[src/rtl/pair_uart_tx_if.sv]
// Pair handshake between the pair-memory walker (master) and pair_uart_tx (slave).
// A pair transfers on a posedge where pair_valid && pair_ready; valid may drop with no transfer.
interface pair_uart_tx_if;
    logic       pair_valid;
    logic       pair_ready;
    logic [7:0] pair_lhs;
    logic [7:0] pair_rhs;
    logic       pair_last;

    modport master (output pair_valid, pair_lhs, pair_rhs, pair_last, input pair_ready);
    modport slave  (input pair_valid, pair_lhs, pair_rhs, pair_last, output pair_ready);
endinterface

[src/rtl/pair_uart_tx.sv]
// pair_uart_tx: FIFO of (lhs, rhs) pairs serialised as UART 8N1 frames, lhs first then rhs.
// Define PAIR_UART_CRLF_EN to append CR, LF after the rhs byte of a pair flagged last.
module pair_uart_tx #(
    parameter int CLKS_PER_BIT = 104,
    parameter int FIFO_DEPTH   = 4
) (
    input  logic                        clk,
    input  logic                        rst,
    pair_uart_tx_if.slave               pair,
    output logic                        tx,
    output logic                        busy,
    output logic [$clog2(FIFO_DEPTH):0] fifo_level,
    output logic [1:0]                  state_dbg,    // 0 IDLE, 1 START, 2 DATA, 3 STOP
    output logic                        line_end_dbg  // last flag of the pair in flight
);
    localparam int AW = $clog2(FIFO_DEPTH);
    localparam int TW = $clog2(CLKS_PER_BIT);
    localparam logic [TW-1:0] BIT_LAST = TW'(CLKS_PER_BIT - 1);
`ifdef PAIR_UART_CRLF_EN
    localparam int SEL_W = 2;
`else
    localparam int SEL_W = 1;
`endif

    typedef enum logic [1:0] {IDLE, START, DATA, STOP} state_t;

    state_t            state;
    logic [16:0]       mem [FIFO_DEPTH];
    logic [AW-1:0]     wr_ptr;
    logic [AW-1:0]     rd_ptr;
    logic [AW:0]       level;
    logic              push;
    logic              pop;
    logic [16:0]       head;
    logic [TW-1:0]     timer;
    logic [7:0]        shift;
    logic [2:0]        bit_cnt;
    logic [7:0]        hold_rhs;
    logic              hold_last;
    logic [SEL_W-1:0]  sel;

    assign pair.pair_ready = (level != (AW+1)'(FIFO_DEPTH));
    assign push            = pair.pair_valid && pair.pair_ready;
    assign pop             = (state == IDLE) && (level != '0);
    assign head            = mem[rd_ptr];

    always_ff @(posedge clk) begin
        if (push) mem[wr_ptr] <= {pair.pair_last, pair.pair_lhs, pair.pair_rhs};
    end

    // Power-of-two depth lets the pointers wrap by plain overflow.
    always_ff @(posedge clk or posedge rst) begin
        if (rst) begin
            wr_ptr <= '0;
            rd_ptr <= '0;
            level  <= '0;
        end else begin
            if (push) wr_ptr <= wr_ptr + 1'b1;
            if (pop)  rd_ptr <= rd_ptr + 1'b1;
            case ({push, pop})
                2'b10:   level <= level + 1'b1;
                2'b01:   level <= level - 1'b1;
                default: level <= level;
            endcase
        end
    end

    always_ff @(posedge clk or posedge rst) begin
        if (rst) begin
            state     <= IDLE;
            tx        <= 1'b1;
            timer     <= '0;
            shift     <= '0;
            bit_cnt   <= '0;
            hold_rhs  <= '0;
            hold_last <= 1'b0;
            sel       <= '0;
        end else begin
            case (state)
                IDLE: begin
                    if (pop) begin
                        shift     <= head[15:8];
                        hold_rhs  <= head[7:0];
                        hold_last <= head[16];
                        sel       <= '0;
                        tx        <= 1'b0;
                        timer     <= BIT_LAST;
                        state     <= START;
                    end
                end
                START: begin
                    if (timer != '0) begin
                        timer <= timer - 1'b1;
                    end else begin
                        tx      <= shift[0];
                        timer   <= BIT_LAST;
                        bit_cnt <= '0;
                        state   <= DATA;
                    end
                end
                DATA: begin
                    if (timer != '0) begin
                        timer <= timer - 1'b1;
                    end else begin
                        timer <= BIT_LAST;
                        if (bit_cnt == 3'd7) begin
                            tx    <= 1'b1;
                            state <= STOP;
                        end else begin
                            tx      <= shift[1];
                            shift   <= {1'b0, shift[7:1]};
                            bit_cnt <= bit_cnt + 1'b1;
                        end
                    end
                end
                STOP: begin
                    if (timer != '0) begin
                        timer <= timer - 1'b1;
                    end else begin
                        timer <= BIT_LAST;
                        // Next byte of the sequence starts straight out of the stop bit.
                        if (sel == '0) begin
                            shift <= hold_rhs;
                            sel   <= SEL_W'(1);
                            tx    <= 1'b0;
                            state <= START;
                        end
`ifdef PAIR_UART_CRLF_EN
                        else if (sel == 2'd1 && hold_last) begin
                            shift <= 8'h0D;
                            sel   <= 2'd2;
                            tx    <= 1'b0;
                            state <= START;
                        end else if (sel == 2'd2) begin
                            shift <= 8'h0A;
                            sel   <= 2'd3;
                            tx    <= 1'b0;
                            state <= START;
                        end
`endif
                        else begin
                            state <= IDLE;
                        end
                    end
                end
                default: state <= IDLE;
            endcase
        end
    end

    assign busy         = (state != IDLE) || (level != '0);
    assign fifo_level   = level;
    assign state_dbg    = state;
    assign line_end_dbg = hold_last;
endmodule
[src/flat_wrapper.sv]
// flat-port wrapper written by rule: the top's interface ports become plain ports
module pair_uart_tx_flat 
#(
    parameter int CLKS_PER_BIT = 104,
    parameter int FIFO_DEPTH   = 4
)
  (clk, rst, tx, busy, fifo_level, state_dbg, line_end_dbg, pair_pair_valid, pair_pair_lhs, pair_pair_rhs, pair_pair_last, pair_pair_ready);
  pair_uart_tx_if pair_i ();
  input  logic clk;
  input  logic rst;
  output logic tx;
  output logic busy;
  output logic [$clog2(FIFO_DEPTH):0] fifo_level;
  output logic [1:0] state_dbg;
  output logic line_end_dbg;
  input wire logic [$bits(pair_i.pair_valid)-1:0] pair_pair_valid;
  input wire logic [$bits(pair_i.pair_lhs)-1:0] pair_pair_lhs;
  input wire logic [$bits(pair_i.pair_rhs)-1:0] pair_pair_rhs;
  input wire logic [$bits(pair_i.pair_last)-1:0] pair_pair_last;
  output wire logic [$bits(pair_i.pair_ready)-1:0] pair_pair_ready;
  assign pair_i.pair_valid = pair_pair_valid;
  assign pair_i.pair_lhs = pair_pair_lhs;
  assign pair_i.pair_rhs = pair_pair_rhs;
  assign pair_i.pair_last = pair_pair_last;
  assign pair_pair_ready = pair_i.pair_ready;
  pair_uart_tx #(.CLKS_PER_BIT(CLKS_PER_BIT), .FIFO_DEPTH(FIFO_DEPTH)) u_core (.clk(clk), .rst(rst), .pair(pair_i), .tx(tx), .busy(busy), .fifo_level(fifo_level), .state_dbg(state_dbg), .line_end_dbg(line_end_dbg));
endmodule
[config.mk]
export PLATFORM = sky130hd
export DESIGN_NAME = pair_uart_tx_flat
export DESIGN_NICKNAME = d
export VERILOG_FILES = /design/src/rtl/pair_uart_tx_if.sv /design/src/rtl/pair_uart_tx.sv /design/src/flat_wrapper.sv
export SDC_FILE = /design/constraint.sdc
export NUM_CORES = 1
export LEC_CHECK = 0
export ABC_AREA = 1
export CAP_MARGIN = 30
export CORE_MARGIN = 2
export CORE_UTILIZATION = 65
export CTS_BUF_LIST = sky130_fd_sc_hd__clkbuf_4
export CTS_CLUSTER_SIZE = 8
export DETAILED_ROUTE_END_ITERATION = 16
export GPL_ROUTABILITY_DRIVEN = 1
export PLACE_DENSITY = 0.95
export SLEW_MARGIN = 10
export SYNTH_ARGS = -nofsm -noshare
export SYNTH_HDL_FRONTEND = slang
export SYNTH_SLANG_ARGS = --single-unit
[constraint.sdc]
create_clock -name clk -period 5 [get_ports clk]
set_input_delay 1.5 -clock clk [delete_from_list [all_inputs] [get_ports clk]]
set_output_delay 1.5 -clock clk [all_outputs]
set_load 0.02 [all_outputs]
==> results of run 1 <==
worst min-delay path: stages, from the launching register on:
cell and delay, ns:
dfstp_2 0.40, nand2_1 0.05, nand2_1 0.04
final timing paths:
path                                                 start                                to  slack (ns)  cells after the start
max in group asynchronous                              rst             u_core.tx$_DFFE_PP1P_        3.21                      3
hold reg to reg                      u_core.tx$_DFFE_PP1P_             u_core.tx$_DFFE_PP1P_        0.47                      2
setup reg to reg           u_core.state_dbg[0]$_DFFE_PP0P_  u_core.fifo_level[2]$_DFFE_PP0P_        2.45                     10
hold / removal                       u_core.tx$_DFFE_PP1P_             u_core.tx$_DFFE_PP1P_        0.47                      2
setup / recovery           u_core.state_dbg[0]$_DFFE_PP0P_                              busy        1.11                      4
min in group asynchronous                              rst       u_core.timer[2]$_DFFE_PP0P_        1.41                      3
kinds of logic after synthesis:
family / after synthesis
AO/OA/AOI/OAI: 70
XOR/XNOR: 6
adder cells (fa/ha/maj): 15
buffers and inverters: 57
flip-flops: 106
AND/OR/NAND/NOR: 196
routing by layer:
layer / part of all wire / track usage / wire [um] / up-vias
met4: 0.011 / 0.0841 / 100 / 0
met1: 0.41 / 0.323 / 3710 / 1535
met3: 0.063 / 0.0406 / 574 / 8
met2: 0.51 / 0.418 / 4660 / 100
li1: - / - / - / 1555
met5: 0 / 0 / 0 / -
through the flow:
| step | hold slack, ns | utilization | total power, mW | cell area [sq um] | instances |
|---|---|---|---|---|---|
| floorplan | 0.442 | - | 1.29 | 4700 | 450 |
| global placement | 0.451 | 0.710 | 1.40 | 5070 | 569 |
| detailed placement | 0.453 | 0.710 | 1.43 | 5070 | 569 |
| CTS | 0.474 | 0.729 | 1.83 | 5200 | 585 |
| global route | 0.499 | 0.729 | 1.91 | 5200 | 585 |
| finish | 0.473 | 0.729 | 1.83 | 5200 | 585 |
where the power goes:
group | switching (mW) | internal [mW] | leakage [nW]
sequential | 0.0387 | 1.07 | 1.06
combinational | 0.191 | 0.102 | 0.945
clock | 0.306 | 0.114 | 0.0678
cell type report:
class                      count  area [sq um]  share of cell area
multi-input combinational    287          1460               0.281
timing repair buffer          34           325              0.0625
clock buffer                   9          67.6              0.0130
clock inverter                 7          68.8              0.0132
inverter                      43           161              0.0310
tap                           99           124              0.0238
sequential                   106          2990               0.576
registers in the layout, summed over array words and instances, names as in the netlist, 2 cells and up:
name	count
u_core.mem	68
u_core.wr_ptr	2
u_core.timer	7
u_core.bit_cnt	3
u_core.hold_rhs	8
u_core.shift	8
u_core.fifo_level	3
u_core.state_dbg	2
u_core.rd_ptr	2
placed cells by master (no fill, tap or decap), types with 5 or more instances in the layout:
cell	n
ha_1	14
nor2_1	65
clkbuf_4	9
edfxtp_1	68
nand2_1	95
nand3_1	14
inv_1	40
o21ai_0	53
buf_4	6
xor2_1	5
clkdlybuf4s50_1	28
o22ai_1	7
nand4_1	7
dfrtp_1	37
==> results_dict.tcl, run 1 <==
set metrics [dict create \
    synth_top_area_share 0.434 \
    vdd_drop_max_uv 227 \
    clk_pin_slew_ns 0.16 \
    htreeDepth 3 \
    drv_slew 0 \
    drt_wl_total_mm 9.04 \
    core_area_sq_um 7140 \
    period_needed_ns 3.89 \
    syn-cell-area_sq_um 4700 \
    cts_setup_buffers 0 \
    synthMuxAreaShare 0 \
    critPathBufInv 2 \
    relSlewSlack 0.536 \
    ys_ff_latch 106 \
    cts_buffer_depth 2 \
    crit_slowest_cell "clkdlybuf4s50_1" \
    synthAdderAreaFrac 0.0415 \
    wl_per_cell_um 15.5 \
    worstSetupPathType "flop to primary output" \
    critPathCaptureType "primary output" \
    dr.pass1.iters 6 \
    die_y_um 89.1 \
    rows 31 \
    post_cts_resized 0 \
    critPathLaunchType "flop" \
    period_share 0.777 \
    power_density_nw_per_um2 351 \
    port_buffers 28 \
    async_flop_share 0.358 \
    syn_inst 450 \
    dp_slack_ns 1.62 \
    grt_pass1_vias 3005 \
    synthXorXnorAreaFrac 0.0112 \
    synth_top_flop_cell "edfxtp_1" \
    antenna_found_initial 0 \
    fmax_mhz 257 \
    min_path_type "flop to flop" \
    synth_common_cells "95 x nand2_1, 68 x edfxtp_1, 65 x nor2_1" \
    diodes 0 \
    maxCapViolations 0 \
    die_area_sq_um 7930 \
    crit_fanout 13 \
    ys_seq_area_frac 0.637 \
    syn2layout_area_growth_pct 10.6 \
    drive_gt1_frac 0.0802 \
    hold_viol 0 \
    ant_nets 0 \
    clkLatencyLatePin_ns 0.47 \
    grt_usage 0.245 \
    synth-edff-count 68 \
    cpPeakStageDelay_ns 0.69 \
    drc 0 \
    synth_nets 485 \
    setup_viol 0 \
    initial_core_util 0.659 \
    setup_tns_ns 0 \
    worstMarginPinSlew_ns 0.697 \
    synth-simple-area-share 0.177 \
    yosys_warnings 0 \
    dieWidth_um 89.1 \
    gr-total-overflow 0 \
    cts_tree "built" \
    drt_iter0_markers 334 \
    synthDistinctLibCells 32 \
    path_delay_family "buffers and inverters" \
    synth_area_leaders "edfxtp_1 43%, dfrtp_1 20%, nand2_1 7.6%, o21ai_0 5.6%, nor2_1 5.2%" \
    fill_cells 493 \
    via_count 3198 \
    cp.required_ns 3.50 \
    synth_most_common_cell "nand2_1" \
    status "completed" \
    post-route-worst-setup-slack_ns 1.11 \
    synth_top_family_by_area "simple AND/OR/NAND/NOR gates" \
    arrival_ns 2.39 \
    crit_chain "inv_1 > ha_1 > nand4_1 > clkdlybuf4s50_1" \
    place_hpwl_mm 5.74 \
    total_leakage_power_nw 2.08 \
    clock_sinks 106 \
    holdBufCountCts 0 \
    fin_skew_ns 0.0248 \
    grt_pass1_wl_mm 14.5 \
    nNetsFinal 516 \
    io_pins 29 \
    vias_per_cell 5.47 \
    cts_buffers 9 \
    syn_avg_cell_area_sq_um 10.4 \
    cts_root_buf "clkbuf_4" \
    grt_max_degree 39 \
    gp_congestion 0.905 \
    synth_top_area_cell "edfxtp_1" \
    rsz0062_at_grt "false" \
    synth-compound-area-share 0.0809 \
]
Power figures use the tool's default switching activity.
==> inputs of run 2 (changes only) <==
--- a/config.mk
+++ b/config.mk
@@ -8,12 +8,12 @@
 export ABC_AREA = 1
 export CAP_MARGIN = 30
 export CORE_MARGIN = 2
-export CORE_UTILIZATION = 65
+export CORE_UTILIZATION = 55
 export CTS_BUF_LIST = sky130_fd_sc_hd__clkbuf_4
 export CTS_CLUSTER_SIZE = 8
 export DETAILED_ROUTE_END_ITERATION = 16
 export GPL_ROUTABILITY_DRIVEN = 1
-export PLACE_DENSITY = 0.95
+export PLACE_DENSITY = 0.9
 export SLEW_MARGIN = 10
 export SYNTH_ARGS = -nofsm -noshare
 export SYNTH_HDL_FRONTEND = slang
==> constraint.sdc (replaced) <==
create_clock -name clk -period 3.4 [get_ports clk]
set_input_delay 1.02 -clock clk [delete_from_list [all_inputs] [get_ports clk]]
set_output_delay 1.02 -clock clk [all_outputs]
set_load 0.02 [all_outputs]
==> run 2 against run 1 <==
Cell area grew 0.72%. Clock skew down 0.0082 ns. Sequential cell count unchanged. Clock power increased by 56%. Critical endpoint unchanged.
==> results_dict.tcl, run 2 (synthesis results as in run 1) <==
set metrics [dict create \
    min_path_type "flop to flop" \
    relSlewSlack 0.550 \
    grt_pass1_wl_mm 14.5 \
    cts_buffers 9 \
    grt_pass1_vias 3065 \
    ant_nets 0 \
    period_needed_ns 3.24 \
    diodes 0 \
    cp.required_ns 2.38 \
    wl_per_cell_um 14.8 \
    grtUsageMet1 0.259 \
    period_share 0.952 \
    total_leakage_power_nw 2.10 \
    setup_viol 0 \
    cts_setup_buffers 0 \
    drt_iter0_markers 251 \
    crit_fanout 13 \
    intPower_mw 1.92 \
    pwr-share-comb 0.157 \
    clkPwrFrac 0.240 \
    worstMarginPinSlew_ns 0.675 \
    largest_register "u_core.mem" \
    fin_skew_ns 0.0166 \
    vdd_drop_max_uv 304 \
    power_density_nw_per_um2 519 \
    holdBufCountCts 0 \
    vias_per_cell 5.31 \
    dr.pass1.iters 5 \
    nNetsFinal 518 \
    fmax_mhz 309 \
    rows 33 \
    place_hpwl_mm 5.94 \
    gr-total-overflow 0 \
    fin_util 0.635 \
    busiest_layer "met2" \
    place_inst 577 \
    clk_pin_slew_ns 0.18 \
    clkLatencyLatePin_ns 0.46 \
    clock_sinks 106 \
    met3_usage 0.0512 \
    die_y_um 96.5 \
    final_common_cell "nand2_1" \
    arrival_ns 2.22 \
    critPathCaptureType "primary output" \
    p_sw_frac 0.295 \
    core_area_sq_um 8260 \
    drive_gt1_frac 0.0840 \
    antenna_found_initial 0 \
    post_cts_resized 0 \
    initial_core_util 0.569 \
    hold_viol 0 \
    gp_congestion 0.806 \
    syn2layout_area_growth_pct 11.4 \
    cts_buffer_depth 2 \
    drv_slew 0 \
    critPathLaunchType "flop" \
    instances_no_fill 593 \
    die_area_sq_um 9300 \
    p_switching_uw 804 \
    maxCapViolations 0 \
    setup_tns_ns 0 \
    seqPwrFrac 0.603 \
    status "completed" \
    cts_tree "built" \
    cts_root_buf "clkbuf_4" \
    port_buffers 28 \
    io_pins 29 \
    rsz0062_at_grt "false" \
    drt_wl_total_mm 8.75 \
    worstSetupPathType "flop to primary output" \
    drc 0 \
    grt_max_degree 39 \
    largest_register_ffs 68 \
    grt_usage 0.207 \
    grt_util_met2 0.363 \
    dieWidth_um 96.5 \
    mostFrequentLayoutCells "95 x nand2_1, 68 x edfxtp_1, 65 x nor2_1" \
    largestRegisters "u_core.mem: 68 flops, u_core.hold_rhs: 8 flops, u_core.shift: 8 flops" \
    htreeDepth 3 \
    via_count 3151 \
]
run 2: cell types whose count changed in the layout (fill, tap and decap cells not counted), sizes merged:
cell      previous run  this run
buf                  6         8
inv                 46        48
clkinvlp             2         0
run 2: metal layers:
metal,part of all wire,vias to the layer above
met5,0,-
met4,0.0091,0
met2,0.52,76
met3,0.047,13
met1,0.42,1499
li1,-,1563
run 2: path summary, 6_finish.rpt:
| kind | from | to | slack (ns) | cells after the start |
|---|---|---|---|---|
| max reg2reg | u_core.state_dbg[0]$_DFFE_PP0P_ | u_core.fifo_level[2]$_DFFE_PP0P_ | 0.86 | 10 |
| max | u_core.state_dbg[0]$_DFFE_PP0P_ | busy | 0.16 | 5 |
| min in group asynchronous | rst | u_core.timer[6]$_DFFE_PP0P_ | 0.95 | 3 |
| min | u_core.tx$_DFFE_PP1P_ | u_core.tx$_DFFE_PP1P_ | 0.48 | 2 |
| min reg2reg | u_core.tx$_DFFE_PP1P_ | u_core.tx$_DFFE_PP1P_ | 0.48 | 2 |
| max in group asynchronous | rst | u_core.tx$_DFFE_PP1P_ | 2.09 | 3 |
run 2: power by group through the flow:
stage                     clock network (mW)  logic (mW)  registers [mW]
after floorplan                            0       0.223            1.68
final                                  0.654       0.426            1.64
after CTS                              0.669       0.431            1.64
after global placement                     0       0.409            1.65
after detailed placement                   0       0.430            1.67
after global routing                   0.725       0.475            1.65
run 2: cell type report:
type	count	area, sq um
multi-input combinational	287	1460
fill	635	3020
sequential	106	2990
timing repair buffer	36	340
inverter	43	161
clock inverter	7	83.8
clock buffer	9	67.6
tap	105	131
run 2: through the flow:
step	power (mW)	setup WS (ns)	hold WS (ns)	area, sq um
final	2.72	0.163	0.477	5240
after global placement	2.06	0.604	0.451	5090
after detailed placement	2.10	0.559	0.459	5090
after floorplan	1.90	1.07	0.442	4700
after CTS	2.74	0.146	0.481	5240
after global routing	2.85	0.0236	0.503	5240
run 2: critical path: stages (launching register included):
cell	delay, ns
dfrtp_1	0.48
inv_1	0.13
ha_1	0.25
nand4_1	0.10
buf_4	0.18
clkdlybuf4s50_1	0.62
==> inputs of run 3 (changes only) <==
--- a/config.mk
+++ b/config.mk
@@ -7,7 +7,6 @@
 export LEC_CHECK = 0
 export ABC_AREA = 1
 export CAP_MARGIN = 30
-export CORE_MARGIN = 2
 export CORE_UTILIZATION = 55
 export CTS_BUF_LIST = sky130_fd_sc_hd__clkbuf_4
 export CTS_CLUSTER_SIZE = 8
==> run 3 against run 2 <==
First-iteration DRC count is 23% lower. Via count up 0.32%. Clock-buffer cell count did not move. Non-clock buffer count decreased by 1. Die area down 4.1%. Global-route usage is 0.90 points higher. Hold slack worse by 0.0013 ns. Core utilization down 0.091 points. Clock power grew 3.7%. Maximum frequency about the same. Sequential share of layout area up 0.082 points. Routed wire length up 0.37%.
==> results_dict.tcl, run 3 (synthesis results as in run 1) <==
set metrics [dict create \
    place_inst 576 \
    port_buffers 28 \
    die_y_um 94.5 \
    gp_congestion 0.811 \
    via_count 3161 \
    cts_setup_buffers 0 \
    min_path_type "flop to flop" \
    mostFrequentLayoutCells "95 x nand2_1, 68 x edfxtp_1, 65 x nor2_1" \
    grt_pass1_wl_mm 14.5 \
    r2r-start "u_core.state_dbg[0]$_DFFE_PP0P_" \
    fin_skew_ns 0.0269 \
    core_area_sq_um 8260 \
    period_needed_ns 3.24 \
    vias_per_cell 5.34 \
    maxCapViolations 0 \
    status "completed" \
    post_cts_resized 0 \
    grt_max_degree 39 \
    worst-r2r-setup-slack_ns 0.90 \
    grtUsageMet1 0.275 \
    pwr-share-comb 0.155 \
    worstReg2RegEnd "u_core.fifo_level[2]$_DFFE_PP0P_" \
    ant_nets 0 \
    arrival_ns 2.22 \
    critPathCaptureType "primary output" \
    crit_slowest_cell "clkdlybuf4s50_1" \
    holdBufCountCts 0 \
    vdd_drop_max_uv 413 \
    wl_per_cell_um 14.8 \
    total_leakage_power_nw 2.09 \
    power_density_nw_per_um2 524 \
    intPower_mw 1.97 \
    crit_chain "inv_1 > ha_1 > nand4_1 > buf_4 > clkdlybuf4s50_1" \
    instances_no_fill 592 \
    cts_buffer_depth 2 \
    hold_path_end "u_core.tx$_DFFE_PP1P_" \
    drv_slew 0 \
    seqPwrFrac 0.598 \
    crit_fanout 13 \
    p_switching_uw 775 \
    antenna_found_initial 0 \
    cts_root_buf "clkbuf_4" \
    largest_register_ffs 68 \
    critPathLaunchType "flop" \
    nNetsFinal 517 \
    place_hpwl_mm 5.87 \
    hold_viol 0 \
    largestRegisters "u_core.mem: 68 flops, u_core.hold_rhs: 8 flops, u_core.shift: 8 flops" \
    clk_pin_slew_ns 0.18 \
    rsz0062_at_grt "false" \
    cts_buffers 9 \
    relSlewSlack 0.549 \
    busiest_layer "met2" \
    period_share 0.952 \
    worstSetupPathType "flop to primary output" \
    io_pins 29 \
    p_sw_frac 0.283 \
    drt_wl_total_mm 8.79 \
    reg2reg_depth 10 \
    worstMarginPinSlew_ns 0.677 \
    cts_tree "built" \
    diodes 0 \
    clkPwrFrac 0.247 \
    grt_usage 0.216 \
    final_common_cell "nand2_1" \
    drt_iter0_markers 194 \
    drive_gt1_frac 0.0821 \
    grt_pass1_vias 3102 \
    die_area_sq_um 8920 \
    rows 33 \
    setup_viol 0 \
    cp.required_ns 2.38 \
    drc 0 \
    dr.pass1.iters 6 \
    path_delay_family "buffers and inverters" \
    worstHoldStart "u_core.tx$_DFFE_PP1P_" \
    largest_register "u_core.mem" \
    grt_util_met2 0.357 \
    syn2layout_area_growth_pct 11.3 \
    cpPeakStageDelay_ns 0.62 \
    dieWidth_um 94.5 \
    worstSetupPathDepth 5 \
    gr-total-overflow 0 \
    fmax_mhz 309 \
    htreeDepth 3 \
    clkLatencyLatePin_ns 0.46 \
    clock_sinks 106 \
    critPathBufInv 3 \
    initial_core_util 0.569 \
    min_path_cells 2 \
    setup_tns_ns 0 \
    met3_usage 0.0483 \
]
-- run 3: cell count changes in the layout (fill, tap and decap cells not counted), sizes merged --
cell,previous run,this run
bufinv,0,1
inv,48,47
clkinvlp,0,1
buf,8,7
clkinv,2,1
-- run 3: cell type report --
class                      count  area (sq um)
clock buffer                   9          67.6
sequential                   106          2990
tap                          105           131
inverter                      43           161
fill                         622          3030
clock inverter                 7          83.8
timing repair buffer          35           333
multi-input combinational    287          1460
-- run 3: worst max path at each step --
stage	startpoint	endpoint	slack (ns)
5_1_grt	u_core.state_dbg[0]$_DFFE_PP0P_	busy	0.04
3_3_place_gp	pair_pair_valid	u_core.fifo_level[2]$_DFFE_PP0P_	0.60
4_1_cts	u_core.state_dbg[0]$_DFFE_PP0P_	busy	0.17
2_1_floorplan	pair_pair_valid	u_core.mem[0][0]$_DFFE_PP_	1.07
3_5_place_dp	pair_pair_valid	u_core.fifo_level[2]$_DFFE_PP0P_	0.56
6_report	u_core.state_dbg[0]$_DFFE_PP0P_	busy	0.16
-- run 3: through the flow --
step	hold slack [ns]	util	setup WS, ns	total power, mW	area (sq um)
final	0.476	0.634	0.165	2.74	5230
after global routing	0.482	0.634	0.0381	2.86	5230
after CTS	0.475	0.634	0.168	2.75	5230
after detailed placement	0.454	0.615	0.559	2.10	5080
after global placement	0.451	0.615	0.597	2.07	5080
after floorplan	0.442	-	1.07	1.90	4700
-- run 3: tightest hold or removal path, delay by kind of cell, from the launching register on --
family / cells / cell delay (ns)
flops: 1 / 0.41
simple gates: 2 / 0.09
-- run 3: per-layer routing --
layer | share of wire | routed length (um) | vias up
met5 | 0 | 0 | -
met4 | 0.0087 | 76 | 0
met3 | 0.051 | 448 | 14
met2 | 0.50 | 4420 | 98
met1 | 0.44 | 3840 | 1487
li1 | - | - | 1562
-- run 3: power groups by stage --
stage / registers [mW] / logic [mW] / clock network (mW)
after global routing: 1.65 / 0.473 / 0.731
after detailed placement: 1.67 / 0.430 / 0
after CTS: 1.64 / 0.433 / 0.681
after floorplan: 1.68 / 0.223 / 0
final: 1.64 / 0.426 / 0.678
after global placement: 1.65 / 0.411 / 0
